--- config.mk ---
export PLATFORM = sky130hd
export DESIGN_NAME = bram_arbiter
export DESIGN_NICKNAME = d
export VERILOG_FILES = /design/src/rtl/bram_arbiter.sv
export SDC_FILE = /design/constraint.sdc
export NUM_CORES = 1
export LEC_CHECK = 0
export ABC_AREA = 1
export CORE_ASPECT_RATIO = 0.6
export CORE_MARGIN = 4
export CORE_UTILIZATION = 35
export CTS_BUF_LIST = sky130_fd_sc_hd__clkbuf_16
export DETAILED_ROUTE_END_ITERATION = 12
export PLACE_DENSITY = 0.78
export SETUP_SLACK_MARGIN = 0.3
export SYNTH_ARGS = -nofsm -noshare
export SYNTH_HDL_FRONTEND = slang
export SYNTH_SLANG_ARGS = --single-unit
--- constraint.sdc ---
create_clock -name clk -period 1.3 [get_ports clk]
set_input_delay 0.325 -clock clk [delete_from_list [all_inputs] [get_ports clk]]
set_output_delay 0.325 -clock clk [all_outputs]
set_load 0.01 [all_outputs]
--- src/rtl/bram_arbiter.sv ---
// Round-robin arbiter sharing one single-port BRAM between requesters A and B.
// Define BRAM_ARB_FIXED_PRIO_EN to give port A fixed priority instead of round-robin.
module bram_arbiter #(
  parameter int LOGSIZE = 5,
  parameter int WIDTH   = 16
) (
  input  logic               clk,
  input  logic               rst,
  input  logic               a_req,
  input  logic               a_we,
  input  logic [LOGSIZE-1:0] a_addr,
  input  logic [WIDTH-1:0]   a_wdata,
  output logic               a_gnt,
  output logic               a_rvalid,
  output logic [WIDTH-1:0]   a_rdata,
  input  logic               b_req,
  input  logic               b_we,
  input  logic [LOGSIZE-1:0] b_addr,
  input  logic [WIDTH-1:0]   b_wdata,
  output logic               b_gnt,
  output logic               b_rvalid,
  output logic [WIDTH-1:0]   b_rdata,
  output logic [LOGSIZE-1:0] mem_addr,
  output logic [WIDTH-1:0]   mem_din,
  output logic               mem_we,
  input  logic [WIDTH-1:0]   mem_dout
);

  // Owner of the read currently presented to the BRAM (data returns next cycle).
  typedef enum logic [1:0] {RD_IDLE, RD_A, RD_B} rd_state_t;

  rd_state_t rd_state;
  logic      a_elig;
  logic      b_elig;
  logic      a_win;
  logic      b_win;
`ifndef BRAM_ARB_FIXED_PRIO_EN
  logic      last;
`endif

  // A port whose grant pulse is high is still holding its old request, so it is skipped.
  always_comb begin
    a_elig = a_req & ~a_gnt;
    b_elig = b_req & ~b_gnt;
`ifdef BRAM_ARB_FIXED_PRIO_EN
    a_win  = a_elig;
    b_win  = b_elig & ~a_elig;
`else
    a_win  = a_elig & (~b_elig | last);
    b_win  = b_elig & (~a_elig | ~last);
`endif
  end

  always_ff @(posedge clk or posedge rst) begin
    if (rst) begin
      a_gnt    <= 1'b0;
      b_gnt    <= 1'b0;
      mem_we   <= 1'b0;
      mem_addr <= '0;
      mem_din  <= '0;
      rd_state <= RD_IDLE;
      a_rvalid <= 1'b0;
      b_rvalid <= 1'b0;
`ifndef BRAM_ARB_FIXED_PRIO_EN
      last     <= 1'b1;
`endif
    end else begin
      a_gnt  <= a_win;
      b_gnt  <= b_win;
      mem_we <= (a_win & a_we) | (b_win & b_we);
      if (a_win) begin
        mem_addr <= a_addr;
        mem_din  <= a_wdata;
      end else if (b_win) begin
        mem_addr <= b_addr;
        mem_din  <= b_wdata;
      end
`ifndef BRAM_ARB_FIXED_PRIO_EN
      if (a_win)
        last <= 1'b0;
      else if (b_win)
        last <= 1'b1;
`endif
      if (a_win && !a_we)
        rd_state <= RD_A;
      else if (b_win && !b_we)
        rd_state <= RD_B;
      else
        rd_state <= RD_IDLE;
      a_rvalid <= (rd_state == RD_A);
      b_rvalid <= (rd_state == RD_B);
    end
  end

  assign a_rdata = a_rvalid ? mem_dout : '0;
  assign b_rdata = b_rvalid ? mem_dout : '0;

endmodule

==> metrics.csv, run 1 <==
stage;metric;value;unit
placement;placed cell count;462;
clock_network;clk buf depth;2;
placement;# port buffers;121;
synthesis;Mapped Avg Cell Area;6.34;um^2
synthesis;post-synthesis cell type count;16;
synthesis;Synth Instances;279;
synthesis;FF+latch count, synth;29;
floorplan;Die X;99.8;um
global_routing;maximum number of pins on one net before global-route repair;23;
synthesis;mapped cell area;0.00177;mm^2
floorplan;Chip Height;63.1;um
status;Stop stage;global routing (5_1_grt);
placement;RePlAce Congestion;0.810;
placement;hpwl dp;4800;um
clock_network;CTS sink cnt;29;
floorplan;Initial Util;37.4;%
clock_network;depth of the CTS H-tree;2;
status;outcome;did not finish;
floorplan;row count;19;
global_routing;initial antenna violation count;0;
synthesis;syn nets;343;
synthesis;Seq/Total Area, Yosys;41.1;%
synthesis;synth warn;0;
status;tool error;[ERROR DPL-0033] detailed placement checks failed during check placement.;
clock_network;cell chosen for the clock root;clkbuf_16;
clock_network;CTS buffer count;5;
floorplan;I/O pins;122;
sta;type of pin the worst path ends at;output port;
sta;Worst Endpoint after GRT Repair;a_rdata[14];
-- cell usage after synthesis --
cell type  count  share of area [%]
nand2_1      141                 30
inv_1         63                 13
dfrtp_1       28                 40
nand3_1       22                6.2
buf_2          4                1.1
buf_4          4                1.7
buf_6          4                2.5
nor2_1         4               0.85
clkbuf_1       2               0.42
dfstp_2        1                1.5
inv_2          1               0.21
nand2_2        1               0.35
nand2_4        1               0.64
nand3_2        1               0.57
nor2_4         1               0.64
o21ai_0        1               0.28
-- timing repair --
item / in CTS
buffers inserted: 22
hold buffers: 0
hold endpoints to repair: 0
pin swaps: 53
cloned: 12
gates resized for setup: 372
setup endpoints to repair: 84
-- logic make-up after synthesis --
kind of cell / count (synthesis) / share of synthesized area, %
compound gates: 1 / 0.283
flops: 29 / 41.1
buf+inv: 78 / 19.4
simple gates: 171 / 39.2
-- per-stage QoR --
stage	TNS [ps]	setup slack, ps	cell area [um^2]
after global placement	-20280	-489	3190
after floorplan	0	185	1870
after detailed placement	-21260	-531	3190
after CTS	-5570	-178	4100
==> inputs of run 2 (changes only) <==
==> config.mk (replaced) <==
export PLATFORM = sky130hd
export DESIGN_NAME = bram_arbiter
export DESIGN_NICKNAME = d
export VERILOG_FILES = /design/src/rtl/bram_arbiter.sv
export SDC_FILE = /design/constraint.sdc
export NUM_CORES = 1
export LEC_CHECK = 0
export ABC_AREA = 1
export CORE_MARGIN = 4
export CORE_UTILIZATION = 35
export DETAILED_ROUTE_END_ITERATION = 12
export PLACE_DENSITY_LB_ADDON = 0.15
export SYNTH_ARGS = -nofsm -noshare
export SYNTH_HDL_FRONTEND = slang
export SYNTH_SLANG_ARGS = --single-unit
==> metrics.csv, run 2 <==
stage;metric;value;unit;change
synthesis;Synth Area in Simple Gates;39.2;%;unchanged
synthesis;largest family of logic cells by synthesized area;simple AND/OR/NAND/NOR gates;;
global_routing;initial antenna violation count;0;;
status;outcome;complete, but fails checks;;
placement;hpwl dp;4020;um;-16%
synthesis;most frequent cell after synthesis;nand2_1;;
sta;Max Slew Vio Count;0;;
synthesis;Mapped Avg Cell Area;6.34;um^2;unchanged
hold_path;Hold Path Class;in -> async;;
sta;post-route clock skew;3.21;ps;
sta;Final WS setup;-151;ps;
cells_and_area;commonest non-fill, non-tap cell in the layout;nand2_1;;
pwr;Pleak;2.18;nW;
placement;placed cell count;464;;+0.43%
floorplan;die area;0.00625;mm^2;
clock_network;CTS sink cnt;29;;unchanged
floorplan;Initial Util;36.7;%;-0.67 points
route;DR pass1 iterations;4;;
cells_and_area;n_diodes;0;;
clock_network;clk_lat worst skew;280;ps;
clock_network;Worst-path clk slew;70;ps;
floorplan;Die X;79.1;um;-21%
setup_path;Setup crit end kind;output port;;
global_routing;total grt overflow;0;;
synthesis;top cells by area, synth;dfrtp_1 40%, nand2_1 30%, inv_1 13%, nand3_1 6.2%, buf_6 2.5%;;
placement;# port buffers;121;;unchanged
sta;Slew Limit Headroom;84.7;%;
floorplan;Chip Height;79.1;um;+25%
route;Wirelength per Cell;12.0;um;
synthesis;EDFF count, synth;0;;unchanged
cells_and_area;FILL cells;407;;
synthesis;area leader, netlist;dfrtp_1;;
global_routing;maximum number of pins on one net before global-route repair;25;;
setup_path;worst-path fanout max;8;;
clock_network;CTS buffer count;5;;unchanged
floorplan;Core ar.;0.00482;mm^2;
cells_and_area;most frequent cells in the layout;123 x nand2_1, 52 x clkdlybuf4s50_1, 48 x inv_1;;
synthesis;Synth Instances;279;;unchanged
synthesis;Synth top area share;39.6;%;unchanged
sta;Tmin final;1450;ps;
floorplan;I/O pins;122;;unchanged
synthesis;ys flop type;dfrtp_1;;
clock_network;clk buf depth;2;;unchanged
sta;Final Setup Violations;33;;
setup_path;critical path type;reg -> out;;
sta;Max Fclk;689;MHz;
clock_network;CTS tree;yes;;
setup_path;crit path from;a_rvalid;;
synthesis;syn nets;343;;unchanged
synthesis;synth warn;0;;unchanged
global_routing;GRT met2 Usage;29.8;%;
run;max cap viols;0;;
pwr;Tot Pwr;0.00383;W;
setup_path;Worst EP required;980;ps;
placement;RePlAce Congestion;0.724;;-11%
synthesis;Post-synth ARST share;100;%;unchanged
floorplan;row count;25;;+6
synthesis;commonest cells in the synthesized netlist;141 x nand2_1, 63 x inv_1, 28 x dfrtp_1, 22 x nand3_1;;
setup_path;Crit Reg-Reg Startpoint;last;;
route;# DRC;0;;
synthesis;FF+latch count, synth;29;;unchanged
cells_and_area;Area growth syn-to-layout;97.5;%;
cells_and_area;max reg flops;16;;
status;failing checks;negative setup slack;;
cells_and_area;top flop regs;mem_din (16), mem_addr (5), rd_state (2);;
sta;Hold Fails Final Rpt;0;;
sta;fin crit share;112;%;
global_routing;met1 usage;18.6;%;
sta;RSZ-0062 raised after global routing;true;;
synthesis;Synth Area in XOR/XNOR;0;%;unchanged
cells_and_area;layout cells sized above 1;25.2;%;
pwr;Max VDD drop;0.659;mV;
cells_and_area;fin cells;483;;
setup_path;Arrival @ worst endpoint;1130;ps;
cells_and_area;FF+latch area;728;um^2;
synthesis;Synth Area in Adders;0;%;unchanged
clock_network;post-cts hold buffer count;0;;unchanged
route;ANT nets after route;0;;
route;1st-iter DRT viols;79;;
cells_and_area;area of the multi-input gates;815;um^2;
synthesis;mapped cell area;0.00177;mm^2;unchanged
cells_and_area;nets;479;;
sta;Worst Tran Pin Value;230;ps;
route;Vias;2033;;
setup_path;Startpoint Class;flip-flop;;
global_routing;first-pass GRT wire length;8330;um;
global_routing;busiest grt layer;met2;;
clock_network;cell chosen for the clock root;clkbuf_8;;
global_routing;GRT Util Overall;16.7;%;
route;drt total wl;5800;um;
cells_and_area;largest reg by FF count;mem_din;;
synthesis;post-synthesis cell type count;16;;unchanged
clock_network;depth of the CTS H-tree;2;;unchanged
global_routing;vias in the first global route;1826;;
pwr;Power Dens Cells;1100;mW/mm^2;
synthesis;Synth Area in Compound Gates;0.283;%;unchanged
route;Vias per Instance;4.21;;
synthesis;multiplexer area fraction after synthesis;0;%;unchanged
synthesis;Seq/Total Area, Yosys;41.1;%;unchanged
global_routing;GRT met3 Usage;5.44;%;
[run 2: cell counts after synthesis]
No cell type changed its count.
[run 2: cell families after synthesis]
group                  count (synthesis)
and+or+nand+nor                      171
buffers and inverters                 78
DFF                                   29
AOI/OAI and AO/OA                      1
[run 2: what timing repair did]
item                       CTS  global route
setup buffers                2             3
gates cloned                 2             5
hold endpoints to repair     0             0
pin swaps                    7             8
gates resized for setup    182            76
setup endpoints to repair   58            68
[run 2: final timing paths]
| kind | slack, ps | to | depth (start not counted) |
|---|---|---|---|
| hold reg to reg | 420 | a_rvalid | 1 |
| hold / removal | 350 | rd_state[0] | 3 |
| setup / recovery | -150 | a_rdata[11] | 4 |
| min in group clk | 420 | a_rvalid | 1 |
| setup reg to reg | 50 | mem_din[15] | 6 |
| max in group asynchronous | 710 | mem_din[13] | 3 |
[run 2: where the power goes]
group          switching (W)  leakage (nW)  internal, W
combinational       0.000854          1.78     0.000975
clock               0.000346        0.0439     0.000368
sequential          0.000138         0.354      0.00115
[run 2: final cells by class]
class	instances	share of cell area, %
Timing Repair Buffer	143	44.0
Multi-Input combinational cell	172	23.3
Sequential cell	29	20.9
Inverter	64	6.95
Tap cell	67	2.40
Clock buffer	5	1.97
Clock inverter	3	0.502
[run 2: critical path, stage by stage, from the launching register on]
cell and delay, ps:
dfrtp_2 460, buf_8 170, nand2_2 70, inv_2 40, buf_6 110
[run 2: metrics by stage]
step / worst slack, ps / hold WS (ps) / TNS, ps / utilization, % / area, um^2
after floorplan: 39.3 / 391 / 0 / - / 1770
after global placement: -488 / 407 / -19900 / 65.0 / 3130
after detailed placement: -484 / 413 / -20460 / 65.0 / 3130
after CTS: -237 / 353 / -4530 / 65.4 / 3150
after global routing: -188 / 377 / -4640 / 72.5 / 3490
final: -151 / 354 / -3300 / 72.5 / 3490
[run 2: routing by layer]
metal  wire length (um)  share of wire, %
met1               2290                39
met2               2930                51
met3                510               8.8
met4                 71               1.2
met5                  0                 0
(Power assumes the default switching activity.)
